## src/rtl/uart_boot_loader_pkg.sv

```systemverilog
// Shared constants and state encodings for the UART boot loader.
// The optional checksum stage is controlled by the BOOT_CHECKSUM_EN macro.
package uart_boot_loader_pkg;

  localparam logic [7:0] BOOT_SYNC_BYTE = 8'hA5;

  typedef enum logic [2:0] {
    ST_IDLE,
    ST_LEN0,
    ST_LEN1,
    ST_DATA,
    ST_CSUM,
    ST_DONE,
    ST_ERROR
  } boot_state_t;

  typedef enum logic [1:0] {
    RX_IDLE,
    RX_START,
    RX_DATA,
    RX_STOP
  } rx_state_t;

  // States in which a stalled sender is treated as an aborted frame.
  function automatic logic timeout_active(input boot_state_t s);
    return (s == ST_LEN0) || (s == ST_LEN1) || (s == ST_DATA) || (s == ST_CSUM);
  endfunction

endpackage

```

## src/rtl/uart_rx_byte.sv

```systemverilog
// 8N1 UART byte receiver: 2-flop synchroniser, mid-bit sampling, start-bit
// glitch rejection and stop-bit framing check.
module uart_rx_byte
  import uart_boot_loader_pkg::*;
#(
  parameter int CLKS_PER_BIT = 868
) (
  input  logic       clk,
  input  logic       rst,
  input  logic       rx,
  output logic       byte_valid,
  output logic [7:0] byte_data,
  output logic       frame_err
);

  localparam int CNT_W = $clog2(CLKS_PER_BIT + 1);
  localparam logic [CNT_W-1:0] HALF_LAST = CNT_W'(CLKS_PER_BIT / 2 - 1);
  localparam logic [CNT_W-1:0] BIT_LAST  = CNT_W'(CLKS_PER_BIT - 1);

  rx_state_t        state;
  rx_state_t        state_next;
  logic             rx_meta;
  logic             rx_s;
  logic             rx_prev;
  logic [CNT_W-1:0] cnt;
  logic [2:0]       bit_idx;
  logic [7:0]       shreg;
  logic             fall;
  logic             half_tick;
  logic             bit_tick;

  assign fall      = rx_prev & ~rx_s;
  assign half_tick = (cnt == HALF_LAST);
  assign bit_tick  = (cnt == BIT_LAST);
  assign byte_data = shreg;

  // Line idles high, so the synchroniser resets to 1 to avoid a false start.
  always_ff @(posedge clk or posedge rst) begin
    if (rst) begin
      rx_meta <= 1'b1;
      rx_s    <= 1'b1;
      rx_prev <= 1'b1;
    end else begin
      rx_meta <= rx;
      rx_s    <= rx_meta;
      rx_prev <= rx_s;
    end
  end

  always_ff @(posedge clk or posedge rst) begin
    if (rst) state <= RX_IDLE;
    else     state <= state_next;
  end

  always_comb begin
    state_next = state;
    case (state)
      RX_IDLE:  if (fall) state_next = RX_START;
      RX_START: if (half_tick) state_next = rx_s ? RX_IDLE : RX_DATA;
      RX_DATA:  if (bit_tick && bit_idx == 3'd7) state_next = RX_STOP;
      RX_STOP:  if (bit_tick) state_next = RX_IDLE;
      default:  state_next = RX_IDLE;
    endcase
  end

  always_ff @(posedge clk or posedge rst) begin
    if (rst) begin
      cnt        <= '0;
      bit_idx    <= '0;
      shreg      <= '0;
      byte_valid <= 1'b0;
      frame_err  <= 1'b0;
    end else begin
      byte_valid <= 1'b0;
      frame_err  <= 1'b0;
      // The half-bit realignment in START puts every later tick mid-bit.
      if (state == RX_IDLE || (state == RX_START && half_tick) || bit_tick) cnt <= '0;
      else cnt <= cnt + 1'b1;
      if (state == RX_IDLE) bit_idx <= '0;
      if (state == RX_DATA && bit_tick) begin
        shreg   <= {rx_s, shreg[7:1]};
        bit_idx <= bit_idx + 1'b1;
      end
      if (state == RX_STOP && bit_tick) begin
        byte_valid <= rx_s;
        frame_err  <= ~rx_s;
      end
    end
  end

endmodule

```

## src/rtl/uart_boot_loader.sv

```systemverilog
// Receives a framed program image over UART, writes it word by word into memory
// and releases the CPU when complete. BOOT_CHECKSUM_EN adds a trailing XOR check.
module uart_boot_loader
  import uart_boot_loader_pkg::*;
#(
  parameter int CLK_HZ         = 100_000_000,
  parameter int BAUD           = 115200,
  parameter int MAX_WORDS      = 4096,
  parameter int TIMEOUT_CYCLES = 1_000_000
) (
  input  logic        CLK100MHZ,
  input  logic        rst,
  input  logic        uart_rx,
  output logic        mem_we,
  output logic [31:0] mem_addr,
  output logic [31:0] mem_wdata,
  output logic        cpu_hold,
  output logic        boot_done,
  output logic        boot_err
);

  localparam int CLKS_PER_BIT = CLK_HZ / BAUD;
  localparam int IDX_W        = $clog2(MAX_WORDS) + 1;
  localparam int TMO_W        = $clog2(TIMEOUT_CYCLES + 1);
  localparam logic [16:0]      MAX_LEN  = 17'(MAX_WORDS);
  localparam logic [TMO_W-1:0] TMO_LAST = TMO_W'(TIMEOUT_CYCLES);

  logic             byte_valid;
  logic [7:0]       byte_data;
  logic             frame_err;
  boot_state_t      state;
  boot_state_t      state_next;
  logic [15:0]      len;
  logic [IDX_W-1:0] word_idx;
  logic [1:0]       byte_idx;
  logic [23:0]      word_buf;
  logic [TMO_W-1:0] tmo_cnt;
  logic             active;
  logic             tmo_hit;
  logic             is_sync;
  logic [16:0]      len_new;
  logic             len_ok;
  logic             last_word;
`ifdef BOOT_CHECKSUM_EN
  logic [7:0]       csum;
`endif

  uart_rx_byte #(
    .CLKS_PER_BIT(CLKS_PER_BIT)
  ) u_rx (
    .clk       (CLK100MHZ),
    .rst       (rst),
    .rx        (uart_rx),
    .byte_valid(byte_valid),
    .byte_data (byte_data),
    .frame_err (frame_err)
  );

  assign active    = timeout_active(state);
  assign tmo_hit   = active && (tmo_cnt == TMO_LAST);
  assign is_sync   = byte_valid && (byte_data == BOOT_SYNC_BYTE);
  assign len_new   = {1'b0, byte_data, len[7:0]};
  assign len_ok    = (len_new != 17'd0) && (len_new <= MAX_LEN);
  assign last_word = (32'(word_idx) == 32'(len));

  assign cpu_hold  = (state != ST_DONE);
  assign boot_done = (state == ST_DONE);
  assign boot_err  = (state == ST_ERROR);

  always_ff @(posedge CLK100MHZ or posedge rst) begin
    if (rst) state <= ST_IDLE;
    else     state <= state_next;
  end

  always_comb begin
    state_next = state;
    case (state)
      ST_IDLE:  if (is_sync) state_next = ST_LEN0;
      ST_LEN0:  if (byte_valid) state_next = ST_LEN1;
      ST_LEN1:  if (byte_valid) state_next = len_ok ? ST_DATA : ST_ERROR;
      // word_idx is already advanced while mem_we is high.
      ST_DATA: begin
        if (mem_we && last_word) begin
`ifdef BOOT_CHECKSUM_EN
          state_next = ST_CSUM;
`else
          state_next = ST_DONE;
`endif
        end
      end
`ifdef BOOT_CHECKSUM_EN
      ST_CSUM:  if (byte_valid) state_next = (byte_data == csum) ? ST_DONE : ST_ERROR;
`endif
      ST_DONE:  state_next = ST_DONE;
      ST_ERROR: if (is_sync) state_next = ST_LEN0;
      default:  state_next = ST_IDLE;
    endcase
    if (frame_err && state != ST_IDLE && state != ST_DONE) state_next = ST_ERROR;
    // A byte landing on the timeout cycle still counts as progress.
    if (tmo_hit && !byte_valid) state_next = ST_ERROR;
  end

  always_ff @(posedge CLK100MHZ or posedge rst) begin
    if (rst) tmo_cnt <= '0;
    else if (!active || byte_valid) tmo_cnt <= '0;
    else if (tmo_cnt != TMO_LAST) tmo_cnt <= tmo_cnt + 1'b1;
  end

  always_ff @(posedge CLK100MHZ or posedge rst) begin
    if (rst) begin
      len       <= '0;
      word_idx  <= '0;
      byte_idx  <= '0;
      word_buf  <= '0;
      mem_we    <= 1'b0;
      mem_addr  <= '0;
      mem_wdata <= '0;
    end else begin
      mem_we <= 1'b0;
      if (byte_valid) begin
        case (state)
          ST_LEN0: len[7:0] <= byte_data;
          ST_LEN1: begin
            len[15:8] <= byte_data;
            word_idx  <= '0;
            byte_idx  <= '0;
          end
          ST_DATA: begin
            byte_idx <= byte_idx + 1'b1;
            if (byte_idx == 2'd3) begin
              mem_we    <= 1'b1;
              mem_addr  <= 32'(word_idx) << 2;
              mem_wdata <= {byte_data, word_buf};
              word_idx  <= word_idx + 1'b1;
            end else begin
              word_buf[{byte_idx, 3'b000} +: 8] <= byte_data;
            end
          end
          default: ;
        endcase
      end
    end
  end

`ifdef BOOT_CHECKSUM_EN
  // Running XOR over LEN and data bytes; the sync byte is not included.
  always_ff @(posedge CLK100MHZ or posedge rst) begin
    if (rst) csum <= '0;
    else if (byte_valid) begin
      if (state == ST_LEN0) csum <= byte_data;
      else if (state == ST_LEN1 || state == ST_DATA) csum <= csum ^ byte_data;
    end
  end
`endif

endmodule

```

## config.mk

```make
export PLATFORM = sky130hd
export DESIGN_NAME = uart_boot_loader
export DESIGN_NICKNAME = d
export VERILOG_FILES = /design/src/rtl/uart_boot_loader_pkg.sv /design/src/rtl/uart_rx_byte.sv /design/src/rtl/uart_boot_loader.sv
export SDC_FILE = /design/constraint.sdc
export NUM_CORES = 1
export LEC_CHECK = 0
export ABC_CLOCK_PERIOD_IN_PS = 4300
export CAP_MARGIN = 20
export CORE_MARGIN = 1
export CORE_UTILIZATION = 35
export CTS_CLUSTER_SIZE = 10
export DETAILED_ROUTE_END_ITERATION = 10
export PLACE_DENSITY = 0.61
export SYNTH_ARGS = -nofsm -noshare
export SYNTH_HDL_FRONTEND = slang
export SYNTH_HIERARCHICAL = 1
export SYNTH_SLANG_ARGS = --single-unit
```

## constraint.sdc

```tcl
create_clock -name CLK100MHZ -period 4.3 [get_ports CLK100MHZ]
set_input_delay 0.645 -clock CLK100MHZ [delete_from_list [all_inputs] [get_ports CLK100MHZ]]
set_output_delay 0.645 -clock CLK100MHZ [all_outputs]
set_load 0.1 [all_outputs]
```

==> load_flow_metrics.sql, run 1 <==
INSERT INTO impl_metrics (metric_group, metric, value, unit) VALUES
('status', 'run_status', 'complete, no violations', ''),
('sta', 'final_period_minus_worst_setup_slack', '3.41', 'ns'),
('job', 'timing.max_cap.violations', '0', ''),
('clocking', 'cts_hold_repair.buffers', '0', ''),
('power', 'seq_power_share', '0.478', ''),
('global_routing', 'vias_in_the_first_global_route', '4684', ''),
('power', 'p_leak', '3.78', 'nW'),
('place', 'gp_congestion', '0.820', ''),
('synth', 'yosys_top_cell_area_share', '0.530', ''),
('global_routing', 'grt_antenna_before_repair', '0', ''),
('synth', 'synth.most_common_cell', 'dfrtp_1', ''),
('route', 'drt_iter0_drc', '299', ''),
('sta', 'period_utilization', '0.793', ''),
('sta', 'finalSetupTns', '0', 'ns'),
('synth', 'yosysTopAreaCell', 'dfrtp_1', ''),
('global_routing', 'wire_length_of_the_first_global_routing_pass', '23700', 'µm'),
('setup_path', 'critPathArrivalTime', '2.76', 'ns'),
('setup_path', 'timing.critical_path.fanout_max', '20', ''),
('sta', 'tightest_slew_margin_relative_to_the_limit', '0.340', ''),
('clocking', 'cts_max_path_buffers', '2', ''),
('setup_path', 'crit_chain', 'inv_1 > nor2_1 > and2_1 > inv_1 > clkdlybuf4s50_1', ''),
('cells_and_area', 'finalNetCount', '694', ''),
('clocking', 'post_cts_buffers', '0', ''),
('clocking', 'cts.clk_slew.worst_paths', '0.06', 'ns'),
('floorplan', 'fp.dieH', '144', 'µm'),
('clocking', 'cts-buffers-inserted', '17', ''),
('floorplan', 'fp-row-count', '51', ''),
('synth', 'netlist_area_before_placement', '7030', 'µm²'),
('route', 'wire_per_inst', '15.0', 'µm'),
('sta', 'finalSetupViolations', '0', ''),
('setup_path', 'cell_family_with_the_largest_share_of_critical_path_delay', 'buffers and inverters', ''),
('global_routing', 'total_gr_overflow', '0', ''),
('cells_and_area', 'antenna-diode-count', '0', ''),
('power', 'sw_frac_of_total', '0.248', ''),
('synth', 'post_synth_num_cell_types', '54', ''),
('global_routing', 'grt_busiest_layer', 'met2', ''),
('place', 'port_buffers', '51', ''),
('floorplan', 'start_util', '0.359', ''),
('setup_path', 'critical_path_class', 'register to output port', ''),
('cells_and_area', 'synthToLayoutAreaGrowth', '18.3', '%'),
('clocking', 'clock_tree_from_tritoncts', 'done', ''),
('setup_path', 'launching_element_type_of_the_critical_path', 'register', ''),
('synth', 'synthTopCellsByCount', '149 x dfrtp_1, 78 x nand2_1, 69 x mux2_2', ''),
('synth', 'async_flop_share', '1.00', ''),
('setup_path', 'cpMostUsedCell', 'inv_1', ''),
('cells_and_area', 'layout.cells.non_filler', '956', ''),
('place', 'numPlacedInstances', '924', ''),
('floorplan', 'die_x', '144', 'µm'),
('global_routing', 'global_routing_usage_summed_across_all_routing_layers', '0.149', ''),
('place', 'detailedPlacementHpwl', '9690', 'µm'),
('sta', 'worst_pin_slew', '0.987', 'ns'),
('power', 'power.share.combinational', '0.056', ''),
('global_routing', 'grt_use_met2', '0.237', ''),
('setup_path', 'worst_path_max_delay_cell', 'clkdlybuf4s50_1', ''),
('clocking', 'cts_num_sinks', '152', ''),
('setup_path', 'critPathBufInv', '3', ''),
('power', 'worst_ir_drop_vdd', '329', 'µV'),
('clocking', 'root_buffer', 'clkbuf_16', ''),
('setup_path', 'timing.critical_path.required', '3.65', 'ns'),
('clocking', 'worst_skew_pair.late_latency', '0.42', 'ns'),
('floorplan', 'design.core.area', '19600', 'µm²'),
('setup_path', 'critPathCaptureType', 'output port', ''),
('setup_path', 'crit_path_max_incr_delay', '0.96', 'ns'),
('power', 'clock_power_share', '0.466', ''),
('sta', 'finalHoldViolations', '0', ''),
('synth', 'seq_area_frac_synth', '0.541', ''),
('synth', 'syn_inst', '629', ''),
('global_routing', 'routing_usage_on_met3', '0.0413', ''),
('global_routing', 'grt_start_max_net_pins', '74', ''),
('synth', 'syn-mean-instance-area', '11.2', 'µm²'),
('cells_and_area', 'share_of_final_layout_standard_cells_stronger_than_drive_strength_1', '0.172', '');
[metal layers]
layer	wire [µm]	share of wire	up-vias
li1	-	-	2240
met1	6760	0.47	2314
met3	553	0.039	18
met4	168	0.012	0
met5	0	0	-
met2	6830	0.48	80
[cell type report]
cell class,count,area (µm²)
inverter,14,55.1
timing repair buffer,54,563
multi-input combinational,440,2990
fill,1883,11300
sequential,152,3810
clock inverter,14,146
clock buffer,17,425
tap,265,332
[power groups by stage]
stage / logic, W / clock network, W / registers [W]
2_1_floorplan: 0.000179 / 0 / 0.00150
3_3_place_gp: 0.000169 / 0 / 0.00152
3_5_place_dp: 0.000175 / 0 / 0.00152
4_1_cts: 0.000176 / 0.00149 / 0.00149
5_1_grt: 0.000196 / 0.00155 / 0.00150
6_report: 0.000176 / 0.00145 / 0.00149
[worst paths after layout]
kind / startpoint / slack [ns] / depth (start not counted) / end
hold reg to reg: u_rx/rx_meta / 0.36 / 0 / u_rx/rx_s
setup reg to reg: state[1] / 1.93 / 4 / mem_wdata[12]
setup / recovery: state[0] / 0.89 / 5 / cpu_hold
min in group asynchronous: rst / 0.55 / 2 / u_rx/bit_idx[2]
max in group asynchronous: rst / 2.70 / 3 / mem_wdata[13]
hold / removal: u_rx/rx_meta / 0.36 / 0 / u_rx/rx_s
[metrics by stage]
stage	utilization	hold WS, ns	total power [W]	setup slack (ns)	cell area [µm²]
after floorplan	-	0.345	0.00168	0.356	7100
after global placement	0.394	0.346	0.00169	1.43	7720
after detailed placement	0.394	0.348	0.00169	1.34	7720
after CTS	0.423	0.357	0.00316	0.870	8290
after global routing	0.425	0.365	0.00325	0.745	8320
final	0.425	0.355	0.00312	0.891	8320
[cell usage in the layout, fill, tap and decap left out, types with 17 or more instances in the layout]
master / count
clkbuf_16: 17
clkdlybuf4s50_1: 50
conb_1: 19
dfrtp_1: 149
mux2_2: 69
nand2_1: 78
nand3_1: 20
nor2_1: 50
o21ai_0: 38
xor2_1: 35
[kinds of logic (layout without fill, tap and decap cells)]
| family | count (synthesis) | in the layout | share of synthesized area |
|---|---|---|---|
| simple gates | 229 | 229 | 0.169 |
| flops | 152 | 152 | 0.541 |
| mux | 70 | 70 | 0.112 |
| compound gates | 63 | 63 | 0.0536 |
| buf+inv | 55 | 99 | 0.0441 |
| xor+xnor | 47 | 47 | 0.0585 |
| fa+ha+maj | 12 | 12 | 0.0213 |
| other cells | 1 | 19 | 0.000533 |
[state kept, by name, indices dropped and copies added (netlist names), 2 cells and up, named ones only]
name            cells
byte_idx            2
len                16
mem_addr           13
mem_wdata          32
state               3
tmo_cnt            20
u_rx/bit_idx        3
u_rx/byte_data      8
u_rx/cnt           10
word_buf           24
word_idx           13
[worst reg2reg max path: stages, from the launching register on]
cell	delay [ns]
dfrtp_1	0.61
and3b_1	0.45
nand3_2	0.43
buf_4	0.43
mux2_2	0.34
(Power assumes the default switching activity.)
==> run 2, diff against run 1 <==
--- a/config.mk
+++ b/config.mk
@@ -5,13 +5,13 @@
 export SDC_FILE = /design/constraint.sdc
 export NUM_CORES = 1
 export LEC_CHECK = 0
-export ABC_CLOCK_PERIOD_IN_PS = 4300
+export ABC_CLOCK_PERIOD_IN_PS = 3000
 export CAP_MARGIN = 20
 export CORE_MARGIN = 1
 export CORE_UTILIZATION = 35
 export CTS_CLUSTER_SIZE = 10
 export DETAILED_ROUTE_END_ITERATION = 10
-export PLACE_DENSITY = 0.61
+export PLACE_DENSITY = 0.63
 export SYNTH_ARGS = -nofsm -noshare
 export SYNTH_HDL_FRONTEND = slang
 export SYNTH_HIERARCHICAL = 1
==> constraint.sdc (replaced) <==
create_clock -name CLK100MHZ -period 3 [get_ports CLK100MHZ]
set_input_delay 0.45 -clock CLK100MHZ [delete_from_list [all_inputs] [get_ports CLK100MHZ]]
set_output_delay 0.45 -clock CLK100MHZ [all_outputs]
set_load 0.1 [all_outputs]
==> load_flow_metrics.sql, run 2 (synthesized netlist as in run 1, its figures left out) <==
INSERT INTO impl_metrics (metric_group, metric, value, unit) VALUES
('min_path', 'critical_hold_path_startpoint', 'u_rx/rx_meta', ''),
('global_routing', 'grt_use_met2', '0.213', ''),
('global_routing', 'vias_in_the_first_global_route', '4498', ''),
('power', 'p_leak', '3.93', 'nW'),
('clocking', 'root_buffer', 'clkbuf_16', ''),
('sta', 'highest_clock_rate', '394', 'MHz'),
('clocking', 'cts_hold_repair.buffers', '0', ''),
('route', 'drc_errors', '0', ''),
('setup_path', 'launching_element_type_of_the_critical_path', 'register', ''),
('floorplan', 'fp-row-count', '51', ''),
('setup_path', 'critPathCaptureType', 'output port', ''),
('sta', 'finalSetupViolations', '0', ''),
('floorplan', 'start_util', '0.359', ''),
('setup_path', 'critPathArrivalTime', '2.09', 'ns'),
('floorplan', 'die_x', '144', 'µm'),
('floorplan', 'fp.dieH', '144', 'µm'),
('clocking', 'cts.clk_slew.worst_paths', '0.06', 'ns'),
('status', 'run_status', 'complete, no violations', ''),
('place', 'detailedPlacementHpwl', '9170', 'µm'),
('clocking', 'cts_resized', '0', ''),
('cells_and_area', 'layout.cells.most_common', 'dfrtp_1', ''),
('floorplan', 'fp.dieArea', '20700', 'µm²'),
('global_routing', 'global_routing_usage_summed_across_all_routing_layers', '0.144', ''),
('sta', 'timing.clock.skew', '0.00795', 'ns'),
('sta', 'finalHoldViolations', '0', ''),
('cells_and_area', 'final_cell_mix', '149 x dfrtp_1, 78 x nand2_1, 69 x mux2_2, 58 x buf_4, 50 x nor2_1', ''),
('cells_and_area', 'share_of_final_layout_standard_cells_stronger_than_drive_strength_1', '0.249', ''),
('cells_and_area', 'finalNetCount', '703', ''),
('global_routing', 'routing_usage_on_met3', '0.0413', ''),
('route', 'remaining_number_of_nets_flagged_by_the_antenna_check_after_routing', '0', ''),
('sta', 'final_period_minus_worst_setup_slack', '2.54', 'ns'),
('sta', 'rsz0062_at_grt', 'no', ''),
('clocking', 'post_cts_buffers', '0', ''),
('setup_path', 'regToRegSetupSlack', '0.70', 'ns'),
('sta', 'period_utilization', '0.846', ''),
('global_routing', 'total_gr_overflow', '0', ''),
('route', 'postRouteWirelength', '13700', 'µm'),
('place', 'gp_congestion', '0.821', ''),
('power', 'worst_ir_drop_vdd', '443', 'µV'),
('floorplan', 'top_level_ports', '71', ''),
('global_routing', 'grt.met1_usage', '0.203', ''),
('route', 'route.detailed.vias_per_inst', '4.79', ''),
('global_routing', 'grt_start_max_net_pins', '39', ''),
('clocking', 'cts_num_sinks', '152', ''),
('setup_path', 'timing.critical_path.required', '2.55', 'ns'),
('route', 'drt_iter0_drc', '224', ''),
('min_path', 'hold_class', 'register to register', ''),
('sta', 'tightest_slew_margin_relative_to_the_limit', '0.501', ''),
('cells_and_area', 'registers.top_by_ff_count', 'mem_wdata', ''),
('cells_and_area', 'largest_reg_flops', '32', ''),
('route', 'wire_per_inst', '14.2', 'µm'),
('clocking', 'clock_tree_from_tritoncts', 'done', ''),
('setup_path', 'worstRegToRegCells', '4', ''),
('sta', 'worst_pin_slew', '0.747', 'ns'),
('global_routing', 'grt_busiest_layer', 'met2', ''),
('clocking', 'worst_skew_pair.late_latency', '0.42', 'ns'),
('power', 'power.total', '0.00450', 'W'),
('place', 'dpl-instance-area', '7700', 'µm²'),
('place', 'port_buffers', '51', ''),
('floorplan', 'design.core.area', '19600', 'µm²'),
('job', 'timing.max_cap.violations', '0', ''),
('global_routing', 'wire_length_of_the_first_global_routing_pass', '23100', 'µm'),
('clocking', 'cts_max_path_buffers', '2', ''),
('cells_and_area', 'antenna-diode-count', '0', ''),
('setup_path', 'timing.critical_path.fanout_max', '20', ''),
('clocking', 'cts-buffers-inserted', '17', ''),
('route', 'num_vias', '4620', ''),
('setup_path', 'regToRegEndpoint', 'mem_addr[14]', ''),
('sta', 'timing_max_transition_violations_final', '0', ''),
('clocking', 'cts.htree.levels', '4', ''),
('setup_path', 'critical_path_class', 'register to output port', ''),
('cells_and_area', 'post-route-cell-area', '8280', 'µm²'),
('setup_path', 'timing.rr.start', 'state[1]', ''),
('global_routing', 'grt_antenna_before_repair', '0', ''),
('cells_and_area', 'synthToLayoutAreaGrowth', '17.7', '%'),
('route', 'detail_route.first_pass.iterations', '5', ''),
('cells_and_area', 'layout.filler_cells', '1877', ''),
('sta', 'finalSetupTns', '0', 'ns'),
('cells_and_area', 'reg.largest.list', 'mem_wdata (32), word_buf (24), tmo_cnt (20)', ''),
('setup_path', 'cp_launch_point', 'state[0]', ''),
('setup_path', 'timing.critical_path.to', 'boot_done', ''),
('power', 'pwr_per_cell_area', '544', 'nW/µm²');
==> run 2: changes by cell type in the layout (fill, tap and decap cells not counted), sizes merged <==
cell           before  now
inv                18   16
buf                 4   61
clkdlybuf4s50      50    2
clkbuf             17   20
clkinv              6    4
==> run 2: worst min-delay path by stage <==
stage / cells past startpoint / end
global placement: 0 / u_rx/rx_s
finish: 0 / u_rx/rx_s
global route: 0 / u_rx/rx_s
floorplan: 0 / u_rx/rx_s
detailed placement: 0 / u_rx/rx_s
CTS: 0 / u_rx/rx_s
==> run 2: routing by layer <==
layer / routed length (µm) / share of wire
met1: 6860 / 0.50
met3: 604 / 0.044
met5: 0 / 0
met2: 5990 / 0.44
met4: 204 / 0.015
==> run 2: layout make-up <==
cell class                 count  area (µm²)  share of cell area
sequential                   152        3810               0.460
clock buffer                  20         457              0.0552
clock inverter                10         120              0.0145
tap                          265         332              0.0401
timing repair buffer          63         515              0.0623
inverter                      14        56.3             0.00680
multi-input combinational    440        2990               0.361
==> run 2: power by group <==
group | internal [W] | leakage, nW | switching, W
clock network | 0.00127 | 0.284 | 0.000838
registers | 0.00209 | 2.10 | 0.0000550
logic | 0.0000597 | 1.54 | 0.000193
==> run 2: metrics by stage <==
| stage | setup WS (ns) | instances | util | hold slack (ns) |
|---|---|---|---|---|
| CTS | 0.449 | 964 | 0.422 | 0.359 |
| finish | 0.461 | 964 | 0.422 | 0.359 |
| global route | 0.281 | 964 | 0.422 | 0.360 |
| detailed placement | 0.686 | 934 | 0.393 | 0.355 |
| floorplan | 0.282 | 647 | - | 0.345 |
| global placement | 0.685 | 934 | 0.393 | 0.354 |
==> run 2: worst max-delay path, cell delays in order, from the launching register on <==
cell     delay, ns
dfrtp_1       0.74
inv_1         0.21
nor2_1        0.16
and2_1        0.24
buf_4         0.32
